$ cat config.mk
export PLATFORM = sky130hd
export DESIGN_NAME = tlb_refill_walker
export DESIGN_NICKNAME = d
export VERILOG_FILES = /design/src/rtl/tlb_refill_walker.sv
export SDC_FILE = /design/constraint.sdc
export NUM_CORES = 1
export LEC_CHECK = 0
export CAP_MARGIN = 20
export CORE_AREA = 2 2 152 154
export CTS_CLUSTER_DIAMETER = 80
export DETAILED_ROUTE_END_ITERATION = 8
export DIE_AREA = 0 0 154 156
export GPL_ROUTABILITY_DRIVEN = 0
export PLACE_DENSITY = 0.69
export SLEW_MARGIN = 10
export SYNTH_ARGS = -nofsm -noshare
export SYNTH_HDL_FRONTEND = slang
export SYNTH_SLANG_ARGS = --single-unit
$ cat constraint.sdc
create_clock -name clk -period 2.17 [get_ports clk]
set_input_delay 0.217 -clock clk [delete_from_list [all_inputs] [get_ports clk]]
set_output_delay 0.217 -clock clk [all_outputs]
set_load 0.05 [all_outputs]
$ cat src/rtl/tlb_refill_walker.sv
`default_nettype none
// +----------------------------------------------------------------------------+
// | tlb_refill_walker: Sv39 page-table walker that refills the fully          |
// | associative TLB. Optional macro PTW_AD_CHECK_EN adds leaf A/D faults.      |
// | Revision: 1.0                                                              |
// +----------------------------------------------------------------------------+
module tlb_refill_walker #(
  parameter int VPN_WIDTH   = 39,
  parameter int PPN_WIDTH   = 44,
  parameter int PADDR_WIDTH = 56
) (
  input  logic                   clk,
  input  logic                   rst,
  input  logic                   walk_req_valid,
  output logic                   walk_req_ready,
  input  logic [VPN_WIDTH-1:0]   walk_vpn,
  input  logic [15:0]            walk_asid,
  input  logic                   walk_is_store,
  input  logic [PPN_WIDTH-1:0]   satp_ppn,
  output logic                   walk_resp_valid,
  output logic                   walk_resp_fault,
  output logic [PPN_WIDTH-1:0]   walk_resp_ppn,
  output logic                   mem_req_valid,
  input  logic                   mem_req_ready,
  output logic [PADDR_WIDTH-1:0] mem_req_addr,
  input  logic                   mem_resp_valid,
  input  logic [63:0]            mem_resp_data,
  output logic                   insert_valid,
  output logic [VPN_WIDTH-1:0]   insert_vpn,
  output logic [PPN_WIDTH-1:0]   insert_ppn,
  output logic [15:0]            insert_asid,
  input  logic                   invalidate_all,
  input  logic                   invalidate_by_asid,
  input  logic [15:0]            invalidate_asid
);

  typedef enum logic [1:0] {
    IDLE = 2'd0,
    REQ  = 2'd1,
    WAIT = 2'd2,
    DONE = 2'd3
  } state_t;

  state_t               state, state_nxt;
  logic [VPN_WIDTH-1:0] vpn, vpn_nxt;
  logic [15:0]          asid, asid_nxt;
  logic                 is_store, is_store_nxt;
  logic [PPN_WIDTH-1:0] base, base_nxt;
  logic [PPN_WIDTH-1:0] result, result_nxt;
  logic [1:0]           level, level_nxt;
  logic                 stale, stale_nxt;
  logic                 fault, fault_nxt;

  logic                 pte_v, pte_r, pte_w, pte_x, pte_a, pte_d;
  logic [PPN_WIDTH-1:0] pte_ppn;
  logic                 leaf_misalign;
  logic [PPN_WIDTH-1:0] leaf_ppn;
  logic [8:0]           vpn_idx;
  logic                 inv_hit;
  logic                 ad_fault;
  logic                 unused_bits;

  assign pte_v   = mem_resp_data[0];
  assign pte_r   = mem_resp_data[1];
  assign pte_w   = mem_resp_data[2];
  assign pte_x   = mem_resp_data[3];
  assign pte_a   = mem_resp_data[6];
  assign pte_d   = mem_resp_data[7];
  assign pte_ppn = mem_resp_data[PPN_WIDTH+9:10];

  assign inv_hit = invalidate_all || (invalidate_by_asid && (invalidate_asid == asid));

`ifdef PTW_AD_CHECK_EN
  assign ad_fault    = !pte_a || (is_store && !pte_d);
  assign unused_bits = ^{mem_resp_data[63:54], mem_resp_data[9:8], mem_resp_data[5:4]};
`else
  assign ad_fault    = 1'b0;
  assign unused_bits = ^{mem_resp_data[63:54], mem_resp_data[9:8], mem_resp_data[5:4],
                         pte_a, pte_d, is_store};
`endif

  // Superpage leaves are flattened: low PPN bits come from the VPN.
  always_comb begin
    leaf_misalign = 1'b0;
    leaf_ppn      = pte_ppn;
    vpn_idx       = vpn[8:0];
    case (level)
      2'd2: begin
        leaf_misalign = |pte_ppn[17:0];
        leaf_ppn      = {pte_ppn[PPN_WIDTH-1:18], vpn[17:0]};
        vpn_idx       = vpn[26:18];
      end
      2'd1: begin
        leaf_misalign = |pte_ppn[8:0];
        leaf_ppn      = {pte_ppn[PPN_WIDTH-1:9], vpn[8:0]};
        vpn_idx       = vpn[17:9];
      end
      default: ;
    endcase
  end

  always_comb begin
    state_nxt    = state;
    vpn_nxt      = vpn;
    asid_nxt     = asid;
    is_store_nxt = is_store;
    base_nxt     = base;
    level_nxt    = level;
    stale_nxt    = stale;
    fault_nxt    = fault;
    result_nxt   = result;
    if (state != IDLE) stale_nxt = stale || inv_hit;
    case (state)
      IDLE: begin
        if (walk_req_valid && walk_req_ready) begin
          vpn_nxt      = walk_vpn;
          asid_nxt     = walk_asid;
          is_store_nxt = walk_is_store;
          base_nxt     = satp_ppn;
          level_nxt    = 2'd2;
          result_nxt   = '0;
          stale_nxt    = invalidate_all || (invalidate_by_asid && (invalidate_asid == walk_asid));
          fault_nxt    = |walk_vpn[VPN_WIDTH-1:27];
          state_nxt    = fault_nxt ? DONE : REQ;
        end
      end
      REQ: begin
        if (mem_req_ready) state_nxt = WAIT;
      end
      WAIT: begin
        if (mem_resp_valid) begin
          if (!pte_v || (!pte_r && pte_w)) begin
            fault_nxt = 1'b1;
            state_nxt = DONE;
          end else if (!pte_r && !pte_x) begin
            if (level == 2'd0) begin
              fault_nxt = 1'b1;
              state_nxt = DONE;
            end else begin
              base_nxt  = pte_ppn;
              level_nxt = level - 2'd1;
              state_nxt = REQ;
            end
          end else begin
            fault_nxt  = leaf_misalign || ad_fault;
            result_nxt = leaf_ppn;
            state_nxt  = DONE;
          end
        end
      end
      DONE:    state_nxt = IDLE;
      default: state_nxt = IDLE;
    endcase
  end

  always_ff @(posedge clk) begin
    if (rst) begin
      state    <= IDLE;
      vpn      <= '0;
      asid     <= '0;
      is_store <= 1'b0;
      base     <= '0;
      result   <= '0;
      level    <= 2'd2;
      stale    <= 1'b0;
      fault    <= 1'b0;
    end else begin
      state    <= state_nxt;
      vpn      <= vpn_nxt;
      asid     <= asid_nxt;
      is_store <= is_store_nxt;
      base     <= base_nxt;
      result   <= result_nxt;
      level    <= level_nxt;
      stale    <= stale_nxt;
      fault    <= fault_nxt;
    end
  end

  // Outputs are held low while rst is asserted, whatever the state register holds.
  assign walk_req_ready  = (state == IDLE) && !rst;
  assign mem_req_valid   = (state == REQ) && !rst;
  assign mem_req_addr    = mem_req_valid ? {base, vpn_idx, 3'b000} : '0;
  assign walk_resp_valid = (state == DONE) && !rst;
  assign walk_resp_fault = walk_resp_valid && fault;
  assign walk_resp_ppn   = (walk_resp_valid && !fault) ? result : '0;
  assign insert_valid    = walk_resp_valid && !fault && !stale && !inv_hit;
  assign insert_vpn      = vpn;
  assign insert_ppn      = result;
  assign insert_asid     = asid;

endmodule
`default_nettype wire

Word level (Yosys, flattened, before mapping)
Index checks and enable logic that the tools add are counted.

Flip-flop bits (word level): 149. Input port bits: 187. Output and inout bits: 204. Logic and storage cells: 98.

Add/subtract/negate cells: 1. Equality and inequality tests: 15. Multiplexer cells: 39. Reduce and logical (&&, ||, !) cells: 35.

Operators by type and width (number): $mux 44 (10); $pmux 44 s2 (2); $mux 56 (1); $pmux 18 s2 (1); $eq 16x16->1 (2); $mux 2 (12); $pmux 9 s2 (1); $reduce_or 18->1 (1); $ne 2x2->1 const B (7); $logic_and 1x1->1 (12); $reduce_or 12->1 (1); $reduce_or 9->1 (1); $mux 1 (8); $pmux 2 s4 (1); $logic_not 1->1 (7); $eq 2x2->1 const B (3); $reduce_and 6->1 (1); $reduce_and 5->1 (1); $eq 2x1->1 const B (2); $logic_not 2->1 (2); $logic_or 1x1->1 (4); $ne 4x4->1 const B (1); $pmux 1 s2 (2); $pmux 2 s2 (1); other kinds (5) (6).

Longest topological paths before layout
Depth in word-level cells: 7. Mapped depth: 8.

Worst setup path after synthesis
OpenSTA, ideal clock, no wires.

Path kind: input -> output. From: input port rst. To: output port insert_valid. Arrival: 3.804 ns. Required time: 1.953 ns. Path slack: -1.851 ns. Stages on the path: 6. Path buffers: 2. Cell sequence: clkbuf_1 and3b_1 nor2b_1 clkbuf_1 inv_1 a2111oi_0.

Longest elaborated chain between the ends: 5.

RTL lines: start, declared (line 13) `input logic rst,`; $logic_not 1->1 (line 184) `assign walk_resp_valid = (state == DONE) && !rst;`; $logic_and 1x1->1 (line 184); via walk_resp_valid (line 20) `output logic walk_resp_valid,`; $logic_and 1x1->1 (3 in a row) (line 187) `assign insert_valid = walk_resp_valid && !fault && !stale && !inv_hit;`; end, declared (line 28) `output logic insert_valid,`.

The timed path passes the listed nets, and every way through them passes these cells.

Final worst setup path
From: register state[1]. To: output port walk_resp_ppn[31].

Longest elaborated chain between the ends: 4.

RTL lines: start, declared (line 44) `state_t state, state_nxt;`; start signal, assigned (line 168) `state <= state_nxt;`; $eq 2x2->1 (line 184); $logic_and 1x1->1 (line 184); $logic_and 1x1->1 (line 186) `assign walk_resp_ppn = (walk_resp_valid && !fault) ? result : '0;`; $mux 44 (line 186); end, declared (line 22) `output logic [PPN_WIDTH-1:0] walk_resp_ppn,`.

Every way passes these cells.

==> parameters.txt <==
Parameter                              Value

Place
  Post-DP HPWL    ~23000 um
  Number of placed instances, taps included    1559
  # port buffers    370

Synth
  Dominant combinational cell family by area after synthesis    simple AND/OR/NAND/NOR gates
  Post-Syn Instances    938
  Top flip-flop cell by instance count after synthesis    sky130_fd_sc_hd__dfxtp_1
  Area fraction in compound gates after synthesis    18.3%
  Number of enable flip-flop cells after synthesis    0
  Share of synthesized registers carrying an async set or reset    0%
  Xor/xnor cell area share of the yosys netlist    3.82%
  Synthesized flop and latch total    149
  Adder-cell share of the synthesized area    less than 1%
  Dominant cells by area after synthesis    sky130_fd_sc_hd__dfxtp_1 41%, sky130_fd_sc_hd__and2_1 7.6%, sky130_fd_sc_hd__nand2_1 7.6%
  Synth Warn #    0
  Share of synthesized area spent on multiplexers    0.426%
  Cell accounting for the most synthesized area    sky130_fd_sc_hd__dfxtp_1
  Post-Synth Simple-Gate Area    31.4%
  Synth top area share    40.6%
  Syn_area_per_cell    7.83 um2
  Netlist Area Pre-Place    7340 um2
  Number of unique standard cell types used by synthesis    45
  Sequential fraction of the synthesis area    between 40% and 50%

CTS
  Number of hold buffers added after cts    0
  H-tree lvl count    4
  CTS Root Buffer Type    sky130_fd_sc_hd__clkbuf_16
  CTS buffer count    17
  Clock Sinks    approximately 150
  Number of buffers on the longest clock path    2
  Worst skew pair latency    roughly 0.42 ns
  CTS tree    built
  Clock input transition at the sequential cells of the worst setup and hold paths    0.06 ns

Die
  Number of cell rows    55
  I/O pin count    between 300 and 400
  X dimension of the die    154 um
  Starting density of the core    32.8%
  Die height    156 um
  Die footprint    ~24000 um2
  Area inside the core boundary    ~22000 um2

Timing
  Setup TNS    0 ns
  Worst Hold Slack    roughly 0.33 ns
  Final hold violation count    0
  Max Fclk    466 MHz
  Setup violations, final    0
  Relative slew slack    40.2%
  Transition at the pin with the smallest max-transition slack    0.897 ns
  RSZ-0062 raised after global routing    yes
  Setup clock skew after layout    0.0116 ns
  Count of final max-slew check failures    0
  Fin crit share    98.8%
  Fin crit period    2.14 ns

Setup path
  Reg2Reg Depth    10
  Crit path buf inv count    4
  Required time worst endpoint    1.95 ns
  Kind of critical path    flop to output port
  Worst path slowest cell    sky130_fd_sc_hd__dfxtp_4
  Nature of the critical path startpoint    flop
  Worst path arrival time    between 1.5 and 2 ns
  Worst path cell trace    and3b_2 > nor2b_4 > buf_12 > buf_4 > buf_12 > and2_2 > buf_12
  Instance count on the critical path    7
  Dominant cell type by count on the critical path    sky130_fd_sc_hd__buf_12
  Top delay family on crit path    simple AND/OR/NAND/NOR gates
  Max FO, Critical Path    20
  Slowest cell delay on critical path    0.36 ns
  Element type at the critical path end    output port

GRT
  Overall overflow remaining after global route    0
  Antenna violations before repair    2
  GRT Resource Usage Total    24.4%
  Pin count of the biggest net entering global routing    112
  Wire length of the first global-routing pass    around 46000 um
  Number of global-route vias before repair    7932

Finish
  Number of nets in the finished design    1490
  Area of the multi-input gates    4210 um2
  Sequential cell area    2990 um2
  Post-route insts no fill    1600
  Layout cell share with drive strength beyond 1    17.8%
  Fill cell total of the finished layout    1932
  Syn-to-layout area delta    83.3%

Drt
  Number of iterations in the first detailed-routing pass    4
  Count of routing violations after the opening detailed-route iteration    496
  Routed length per placed instance    18.9 um
  Drt drc    0
  Final Routed Wirelength    30200 um
  DR vias/cell    5.02
  Vias    8033
  Antenna viol nets, final    0

Min path
  Class of the most critical hold timing path    input port to flop
  Worst hold path cell count    3

Status
  Outcome    completed

Pwr
  Worst vdd ir    0.445 mV
  Power per standard cell area    653 nW/um2
  LEAKAGE    4.88 nW

Flow run
  Max Cap Viol    0
## worst register-to-register path, cell delays in order (launching register included)
cell and delay (ns):
sky130_fd_sc_hd__dfxtp_1 0.34, sky130_fd_sc_hd__inv_1 0.09, sky130_fd_sc_hd__ha_4 0.17, sky130_fd_sc_hd__nor4_2 0.20, sky130_fd_sc_hd__buf_4 0.15, sky130_fd_sc_hd__nand2_1 0.10
sky130_fd_sc_hd__a21oi_4 0.20, sky130_fd_sc_hd__buf_12 0.17, sky130_fd_sc_hd__buf_12 0.16, sky130_fd_sc_hd__nor2_1 0.07, sky130_fd_sc_hd__a311oi_2 0.26
## sequential cells by signal, indices dropped and copies added, names as in the netlist
signal,flops
insert_asid,16
insert_ppn,44
level,2
state,2
insert_vpn,39
stale,1
fault,1
base,44
## through the flow
step           instance area [um2]  utilization, %  setup slack [ns]  total power, mW
6_report                     13500            60.2            0.0263             8.79
5_1_grt                      13500            60.2           -0.0184             9.17
4_1_cts                      13400            59.9           0.00340             8.87
3_5_place_dp                 12600            56.2          -0.00287             5.52
3_3_place_gp                 12600            56.2            0.0849             5.49
2_1_floorplan                 7400               -            -0.388             4.45
## synth_stat cells, types with 2 or more instances
master,count
sky130_fd_sc_hd__dfxtp_1,149
sky130_fd_sc_hd__a211oi_1,27
sky130_fd_sc_hd__inv_1,5
sky130_fd_sc_hd__a21oi_1,30
sky130_fd_sc_hd__ha_1,3
sky130_fd_sc_hd__buf_2,16
sky130_fd_sc_hd__a311oi_1,44
sky130_fd_sc_hd__xor2_1,5
sky130_fd_sc_hd__buf_1,6
sky130_fd_sc_hd__and3_1,2
sky130_fd_sc_hd__nor2_1,83
sky130_fd_sc_hd__o211ai_1,2
sky130_fd_sc_hd__nor2b_1,2
sky130_fd_sc_hd__xnor2_1,27
sky130_fd_sc_hd__o21ai_0,57
sky130_fd_sc_hd__and2_1,89
sky130_fd_sc_hd__nand2b_1,82
sky130_fd_sc_hd__a21oi_2,2
sky130_fd_sc_hd__a31oi_1,3
sky130_fd_sc_hd__mux2i_1,2
sky130_fd_sc_hd__a2111oi_0,2
sky130_fd_sc_hd__nand2_1,148
sky130_fd_sc_hd__buf_4,4
sky130_fd_sc_hd__clkbuf_1,55
sky130_fd_sc_hd__nor4_1,7
sky130_fd_sc_hd__nand4_1,5
sky130_fd_sc_hd__nor3_1,7
sky130_fd_sc_hd__a22oi_1,27
sky130_fd_sc_hd__nand3_1,31
## power by group
part | internal, mW | total (mW) | switching (mW) | leakage [nW]
combinational | 1.02 | 2.38 | 1.36 | 3.35
clock | 2.01 | 3.25 | 1.24 | 0.314
sequential | 2.97 | 3.16 | 0.187 | 1.22
## routing by layer
layer	vias to the layer above	track usage [%]	share of wire [%]
li1	3923	-	-
met1	3707	29.5	40
met2	366	41.6	49
met3	37	7.75	9.2
met4	0	7.30	1.8
met5	-	0	0
## kinds of logic after synthesis
logic type | count (synthesis)
xor gates and xnor gates | 32
adders and majority gates | 3
DFF | 149
other | 1
muxes | 3
and+or+nand+nor | 464
AOI/OAI and AO/OA | 200
buffers and inverters | 86
## worst paths after layout
kind / end / from / slack, ns
setup / recovery: walk_resp_ppn[31] / state[1] / 0.03
hold / removal: state[0] / rst / 0.33
setup reg to reg: base[26] / level[1] / 0.17
hold reg to reg: insert_vpn[36] / insert_vpn[36] / 0.48
## layout by cell type (no fill, tap or decap), types with 4 or more instances in the layout
cell and count:
sky130_fd_sc_hd__xnor2_1 27, sky130_fd_sc_hd__bufinv_16 4, sky130_fd_sc_hd__and2_4 8, sky130_fd_sc_hd__clkdlybuf4s50_1 267, sky130_fd_sc_hd__clkbuf_16 18, sky130_fd_sc_hd__nand2_1 148
sky130_fd_sc_hd__buf_4 42, sky130_fd_sc_hd__o21ai_0 57, sky130_fd_sc_hd__xor2_1 5, sky130_fd_sc_hd__nor3_1 6, sky130_fd_sc_hd__dfxtp_1 147, sky130_fd_sc_hd__nand2b_1 81
sky130_fd_sc_hd__a22oi_1 27, sky130_fd_sc_hd__nand3_1 31, sky130_fd_sc_hd__nand4_1 5, sky130_fd_sc_hd__nor4_1 6, sky130_fd_sc_hd__a211oi_1 18, sky130_fd_sc_hd__nor2_1 83
sky130_fd_sc_hd__a311oi_1 43, sky130_fd_sc_hd__and2_1 71, sky130_fd_sc_hd__a211oi_2 6, sky130_fd_sc_hd__a21oi_1 30, sky130_fd_sc_hd__buf_12 108, sky130_fd_sc_hd__and2_2 10
## what timing repair did
item,CTS,global route
pin swaps,1,3
hold endpoints to repair,0,0
gates resized for setup,27,14
gates cloned,1,0
setup endpoints to repair,98,73
setup buffers,2,5
## cell type report
type	count	area share, %
clock inverters	12	1.42
flip-flops and latches	149	22.2
diodes	2	0.0372
repair buffers	422	38.9
multi-input cells	705	31.2
well taps	285	2.65
clock buffers	20	3.39
inverters	5	0.158
Note: power is estimated with default switching activity, not from simulation.
